$ cat config.mk
export PLATFORM = sky130hd
export DESIGN_NAME = store_writer
export DESIGN_NICKNAME = d
export VERILOG_FILES = /design/src/rtl/store_pkg.sv /design/src/rtl/store_phase_timer.sv /design/src/rtl/store_writer.sv
export SDC_FILE = /design/constraint.sdc
export NUM_CORES = 1
export LEC_CHECK = 0
export ABC_CLOCK_PERIOD_IN_PS = 2190
export CORE_MARGIN = 1.5
export CORE_UTILIZATION = 50
export CTS_BUF_LIST = sky130_fd_sc_hd__clkbuf_2 sky130_fd_sc_hd__clkbuf_4 sky130_fd_sc_hd__clkbuf_8
export CTS_CLUSTER_SIZE = 10
export DETAILED_ROUTE_END_ITERATION = 16
export GPL_TIMING_DRIVEN = 0
export PLACE_DENSITY_LB_ADDON = 0.08
export SYNTH_ARGS = -nofsm -noshare
export SYNTH_HDL_FRONTEND = slang
export SYNTH_HIERARCHICAL = 1
export SYNTH_SLANG_ARGS = --single-unit
$ cat constraint.sdc
create_clock -name clk -period 2.19 [get_ports clk]
set_input_delay 0.438 -clock clk [delete_from_list [all_inputs] [get_ports clk]]
set_output_delay 0.438 -clock clk [all_outputs]
set_load 0.005 [all_outputs]
$ cat src/rtl/store_pkg.sv
// Shared definitions for the row/column latch store sequencers.
// Holds the write FSM state encoding, the row/column to word-bit index
// mapping, the default phase timings shared by writers and readers, and a
// width helper for the phase timer.
package store_pkg;

  typedef enum logic [1:0] {
    IDLE    = 2'd0,
    SETUP   = 2'd1,
    CAPTURE = 2'd2,
    HOLD    = 2'd3
  } state_e;

  // Default phase lengths in clock cycles; every one of them must be >= 1.
  localparam int DEF_SETUP_CYC = 1;
  localparam int DEF_CAP_CYC   = 1;
  localparam int DEF_HOLD_CYC  = 1;

  // Word bit that holds the latch at row r, column c. This matches the
  // array's out index.
  function automatic int bit_idx(input int r, input int c, input int cols);
    return r * cols + c;
  endfunction

  // Counter width needed to hold the largest load value, which is
  // max(phase)-1. The result is never narrower than one bit.
  function automatic int timer_width(input int a, input int b, input int c);
    int m;
    m = a;
    if (b > m) m = b;
    if (c > m) m = c;
    return (m <= 2) ? 1 : $clog2(m);
  endfunction

endpackage

$ cat src/rtl/store_phase_timer.sv
// Loadable down-counter that times one FSM phase.
// Ports:
//   clk, rst  - clock and synchronous active-high reset
//   load      - load load_val this cycle; takes priority over counting
//   load_val  - cycles remaining minus one for the phase being entered
//   expired   - count has reached zero; the current phase ends at this edge
module store_phase_timer #(
  parameter int W = 1
) (
  input  logic         clk,
  input  logic         rst,
  input  logic         load,
  input  logic [W-1:0] load_val,
  output logic         expired
);

  logic [W-1:0] count;

  // NOTE: state registers use non-blocking assignments only. Every flop
  // then samples values from before the edge, whatever order the
  // simulator evaluates the blocks in.
  always_ff @(posedge clk) begin
    if (rst) begin
      count <= '0;
    end else if (load) begin
      count <= load_val;
    end else if (count != '0) begin
      count <= count - W'(1);
    end
  end

  assign expired = (count == '0);

endmodule

$ cat src/rtl/store_writer.sv
// Write-side sequencer for row/column latch storage arrays.
// It accepts one array word, then handles each column in turn. For a
// column it drives the row data lines, waits SETUP_CYC cycles, pulses that
// column's capture line for CAP_CYC cycles, and holds the data for
// HOLD_CYC cycles. Data never changes while any capture line is high.
// Ports:
//   clk, rst  - clock and synchronous active-high reset
//   in_valid  - a write word is presented
//   in_ready  - the writer accepts a word this cycle (IDLE only)
//   in_data   - word to store; bit r*COLS+c is row r, column c
//   dat       - row data lines to the array
//   cap       - column capture lines, at most one high
//   busy      - a write sequence is in progress
//   done      - one-cycle pulse after the last column has been held
module store_writer
  import store_pkg::*;
#(
  parameter int ROWS      = 2,
  parameter int COLS      = 2,
  parameter int SETUP_CYC = DEF_SETUP_CYC,
  parameter int CAP_CYC   = DEF_CAP_CYC,
  parameter int HOLD_CYC  = DEF_HOLD_CYC
) (
  input  logic                 clk,
  input  logic                 rst,
  input  logic                 in_valid,
  output logic                 in_ready,
  input  logic [ROWS*COLS-1:0] in_data,
  output logic [ROWS-1:0]      dat,
  output logic [COLS-1:0]      cap,
  output logic                 busy,
  output logic                 done
);

  localparam int TW = timer_width(SETUP_CYC, CAP_CYC, HOLD_CYC);
  localparam int CW = (COLS > 1) ? $clog2(COLS) : 1;

  localparam logic [TW-1:0] SETUP_LOAD = TW'(SETUP_CYC - 1);
  localparam logic [TW-1:0] CAP_LOAD   = TW'(CAP_CYC - 1);
  localparam logic [TW-1:0] HOLD_LOAD  = TW'(HOLD_CYC - 1);

  state_e                state;
  logic [CW-1:0]         col;
  logic [CW-1:0]         next_col;
  logic                  last_col;
  logic [ROWS*COLS-1:0]  shadow;
  logic                  accept;
  logic                  timer_load;
  logic [TW-1:0]         timer_val;
  logic                  expired;
  logic [COLS-1:0]       onehot;

  // The word rearranged by column, so each column's row bits come out as
  // one vector. in_col0 lets dat be driven on the same edge that accepts
  // the word, before the shadow register holds it.
  logic [ROWS-1:0] col_word [COLS];
  logic [ROWS-1:0] in_col0;

  for (genvar c = 0; c < COLS; c++) begin : g_col
    for (genvar r = 0; r < ROWS; r++) begin : g_row
      assign col_word[c][r] = shadow[bit_idx(r, c, COLS)];
    end
  end

  for (genvar r = 0; r < ROWS; r++) begin : g_in_col0
    assign in_col0[r] = in_data[bit_idx(r, 0, COLS)];
  end

  assign accept   = in_valid && in_ready;
  assign next_col = col + CW'(1);
  assign last_col = (col == CW'(COLS - 1));

  // NOTE: every variable assigned in always_comb gets a default value
  // first, so no path leaves one unassigned and no latch is inferred.
  always_comb begin
    onehot      = '0;
    onehot[col] = 1'b1;
  end

  // The timer is loaded on the same edge that enters a timed phase. That
  // makes expired valid in the first cycle of the phase.
  always_comb begin
    timer_load = 1'b0;
    timer_val  = '0;
    unique case (state)
      IDLE: if (accept) begin
        timer_load = 1'b1;
        timer_val  = SETUP_LOAD;
      end
      SETUP: if (expired) begin
        timer_load = 1'b1;
        timer_val  = CAP_LOAD;
      end
      CAPTURE: if (expired) begin
        timer_load = 1'b1;
        timer_val  = HOLD_LOAD;
      end
      HOLD: if (expired && !last_col) begin
        timer_load = 1'b1;
        timer_val  = SETUP_LOAD;
      end
      default: ;
    endcase
  end

  store_phase_timer #(.W(TW)) u_timer (
    .clk      (clk),
    .rst      (rst),
    .load     (timer_load),
    .load_val (timer_val),
    .expired  (expired)
  );

  // NOTE: shadow is pure datapath and is only read after a word has been
  // loaded into it, so it has no reset.
  always_ff @(posedge clk) begin
    if (accept) begin
      shadow <= in_data;
    end
  end

  always_ff @(posedge clk) begin
    if (rst) begin
      state    <= IDLE;
      col      <= '0;
      dat      <= '0;
      cap      <= '0;
      busy     <= 1'b0;
      done     <= 1'b0;
      in_ready <= 1'b0;
    end else begin
      done <= 1'b0;
      unique case (state)
        IDLE: begin
          if (accept) begin
            col      <= '0;
            dat      <= in_col0;
            busy     <= 1'b1;
            in_ready <= 1'b0;
            state    <= SETUP;
          end else begin
            in_ready <= 1'b1;
          end
        end
        SETUP: if (expired) begin
          cap   <= onehot;
          state <= CAPTURE;
        end
        CAPTURE: if (expired) begin
          cap   <= '0;
          state <= HOLD;
        end
        HOLD: if (expired) begin
          if (last_col) begin
            busy     <= 1'b0;
            done     <= 1'b1;
            in_ready <= 1'b1;
            state    <= IDLE;
          end else begin
            // cap has been low since HOLD was entered, so dat can change.
            col   <= next_col;
            dat   <= col_word[next_col];
            state <= SETUP;
          end
        end
        default: state <= IDLE;
      endcase
    end
  end

endmodule

==> impl_metrics.yaml <==
logic_synthesis:
  synth_fa_ha_area_share_pct: 8.389
  synthSimpleGateAreaFrac_pct: 26.34
  avgSynthCellArea_um2: 9.560
  synth-edff-count: 2
  syn_area_um2: 745.7
  synth_ff_type: "dfxtp_1"
  synth_top_family_by_area: "simple AND/OR/NAND/NOR gates"
  ys_types: 34
  synth_compound_area_share_pct: 15.60
  synthMuxAreaShare_pct: 5.705
  syn_nets: 90
  synthCells: 78
  yosysWarnings: 6
  synth.ff_latch_count: 13
  synth_xor_area_share_pct: 0
  ys_async_sr_fraction_pct: 0
  seq_area_frac_synth_pct: 37.58
global_routing:
  grt.total_usage_pct: 19.78
  first_global_vias: 571
  grt_max_degree: 11
  antenna_found_initial: 0
  grt-ovfl-total: 0
  grt_pass1_wl_mm: 2.580
cts:
  cts_resized: 0
  cts_setup_buffers: 0
  cts_buffers: 3
  cts_sinks: 13
  htree_num_levels: 1
  cts_hold_buf: 0
  clk_pin_slew_ns: 0.08
  clock_path_buffers: 2
  cts_root_buf: "clkbuf_4"
  clk_latency_ns: 0.28
  tritoncts: "yes"
route:
  wl_per_cell_um: 13.59
  drt_iter0_markers: 15
  drt-pass1-iter-count: 2
  ant_nets: 0
  drc: 0
  drt_wl_total_mm: 1.495
  dr_total_vias: 600
  vias_per_cell: 5.455
power:
  power_density_nw_per_um2: 1096
  vdd_drop_max_v: 0.0005187
  power.leakage_nw: 0.3802
floorplanning:
  core_um2: 1350
  die_h_um: 41.62
  initial_utilization_pct: 55.24
  pin_count: 14
  die_w_um: 41.62
  num_rows: 13
  die_area_um2: 1732
sta:
  setup_viol: 0
  finalCritPeriodShare_pct: 78.26
  finalMaxSlewViolations: 0
  max_freq_ghz: 0.5835
  holdWs_ns: 0.4578
  rsz0062_at_grt: "no"
  finClkSkew_ns: 0.0006811
  period_needed_ns: 1.714
  setup_tns_ns: 0
  finalHoldViolations: 0
status:
  outcome: "completed"
layout:
  fillerInstances: 124
  area_delta_synth_final_pct: 23.99
  drive_above_1_share_pct: 17.89
  final_common_cell: "clkdlybuf4s50_1"
  fin_util_pct: 68.49
  final_cell_mix: "clkdlybuf4s50_1, dfxtp_1, a21oi_1, nand2b_1, ha_1"
  fin_area_um2: 924.6
  multi_input_area_um2: 421.7
  seq_area_um2: 280.3
  antenna_cells: 0
  fin_nets: 108
placed_design:
  port-buffer-count: 13
  place.gp.congestion: 0.8048
  postPlaceCellArea_um2: 894.6
  dp_hpwl_mm: 1.051
critical_path:
  cp_slowest_cell: "dfxtp_1"
  critPathLaunchType: "flip-flop"
  path_buf_inv: 1
  arrival_ns: 1.89
  cp-end-kind: "flip-flop"
  r2r_start: "state[0]$_SDFFE_PP0P_"
  slowest_delay_ns: 0.44
  path_max_fanout: 6
  critPathLaunch: "state[0]$_SDFFE_PP0P_"
  crit_family: "flip-flops"
  worst-setup-path-type: "reg2reg"
  reg2reg_slack_ns: 0.48
  cp_data_required_time_ns: 2.37
  cp_cell_sequence: "inv_1, ha_1, a21boi_2, a211oi_2, mux2_1"
hold_path:
  hp-class: "reg2reg"
  hp-start: "cap[1]$_SDFFE_PP0P_"
run:
  drv_cap: 0
==> stage by stage <==
stage	total power [mW]	std cells	setup slack, ns
floorplan	0.6922	78	0.6470
global placement	0.8306	106	0.4057
detailed placement	0.8422	106	0.3879
CTS	1.017	110	0.4736
global route	1.088	110	0.3350
finish	1.014	110	0.4761
==> synth_stat cells (2+ instances only) <==
cell type   n  share of area (%)
dfxtp_1    11                 30
nand3b_1    4                4.0
ha_1        5                8.4
nand2_1     4                2.0
buf_2       2                1.3
nor2b_1     3                2.5
inv_1       3                1.5
edfxtp_1    2                8.1
mux2i_1     2                2.7
o22ai_1     2                1.7
o21ai_0     2                1.3
nand2b_1    6                5.0
buf_4       2                2.0
a21oi_1     6                4.0
inv_2       2                1.0
mux2_1      2                3.0
nor2_1      3                1.5
==> kinds of logic after synthesis <==
| family | after synthesis |
|---|---|
| AOI/OAI and AO/OA | 16 |
| adders and majority gates | 5 |
| muxes | 4 |
| buffers and inverters | 9 |
| and+or+nand+nor | 30 |
| other | 1 |
| DFF | 13 |
==> cell type report <==
type,instances,share of cell area [%]
multi-input combinational,56,45.60
sequential,13,30.31
timing repair buffer,13,14.07
clock buffer,4,3.248
buffer,4,2.706
inverter,5,2.030
tap,15,2.030
==> worst paths after layout <==
kind / endpoint / cells past startpoint
setup reg to reg: dat[1]$_SDFFE_PP0P_ / 5
hold / removal: cap[1]$_SDFFE_PP0P_ / 2
hold reg to reg: cap[1]$_SDFFE_PP0P_ / 2
setup / recovery: dat[1]$_SDFFE_PP0P_ / 5
==> routing by layer <==
layer	vias up	track usage, %	routed length [um]
met5	-	0	0
met4	0	9.677	27
met3	5	5.217	54
met2	13	32.50	687
met1	277	23.71	726
li1	305	-	-
==> worst min-delay path, stage by stage (launching register included) <==
cell and delay (ns):
dfxtp_1 0.32, nand2_1 0.05, a21oi_1 0.05
==> registers in the layout (all words and copies together), names as in the netlist <==
| register | count |
|---|---|
| in_ready | 1 |
| dat | 2 |
| cap | 2 |
| busy | 1 |
| done | 1 |
| col | 1 |
| u_timer/count | 1 |
| shadow | 2 |
| state | 2 |
==> report_power, final <==
part	switching (mW)	internal, mW	leakage (nW)	total, mW
sequential	0.0462	0.305	0.108	0.351
clock	0.0857	0.0832	0.0184	0.169
combinational	0.237	0.256	0.253	0.493
total	0.369	0.644	0.380	1.01
(Power assumes the default switching activity.)
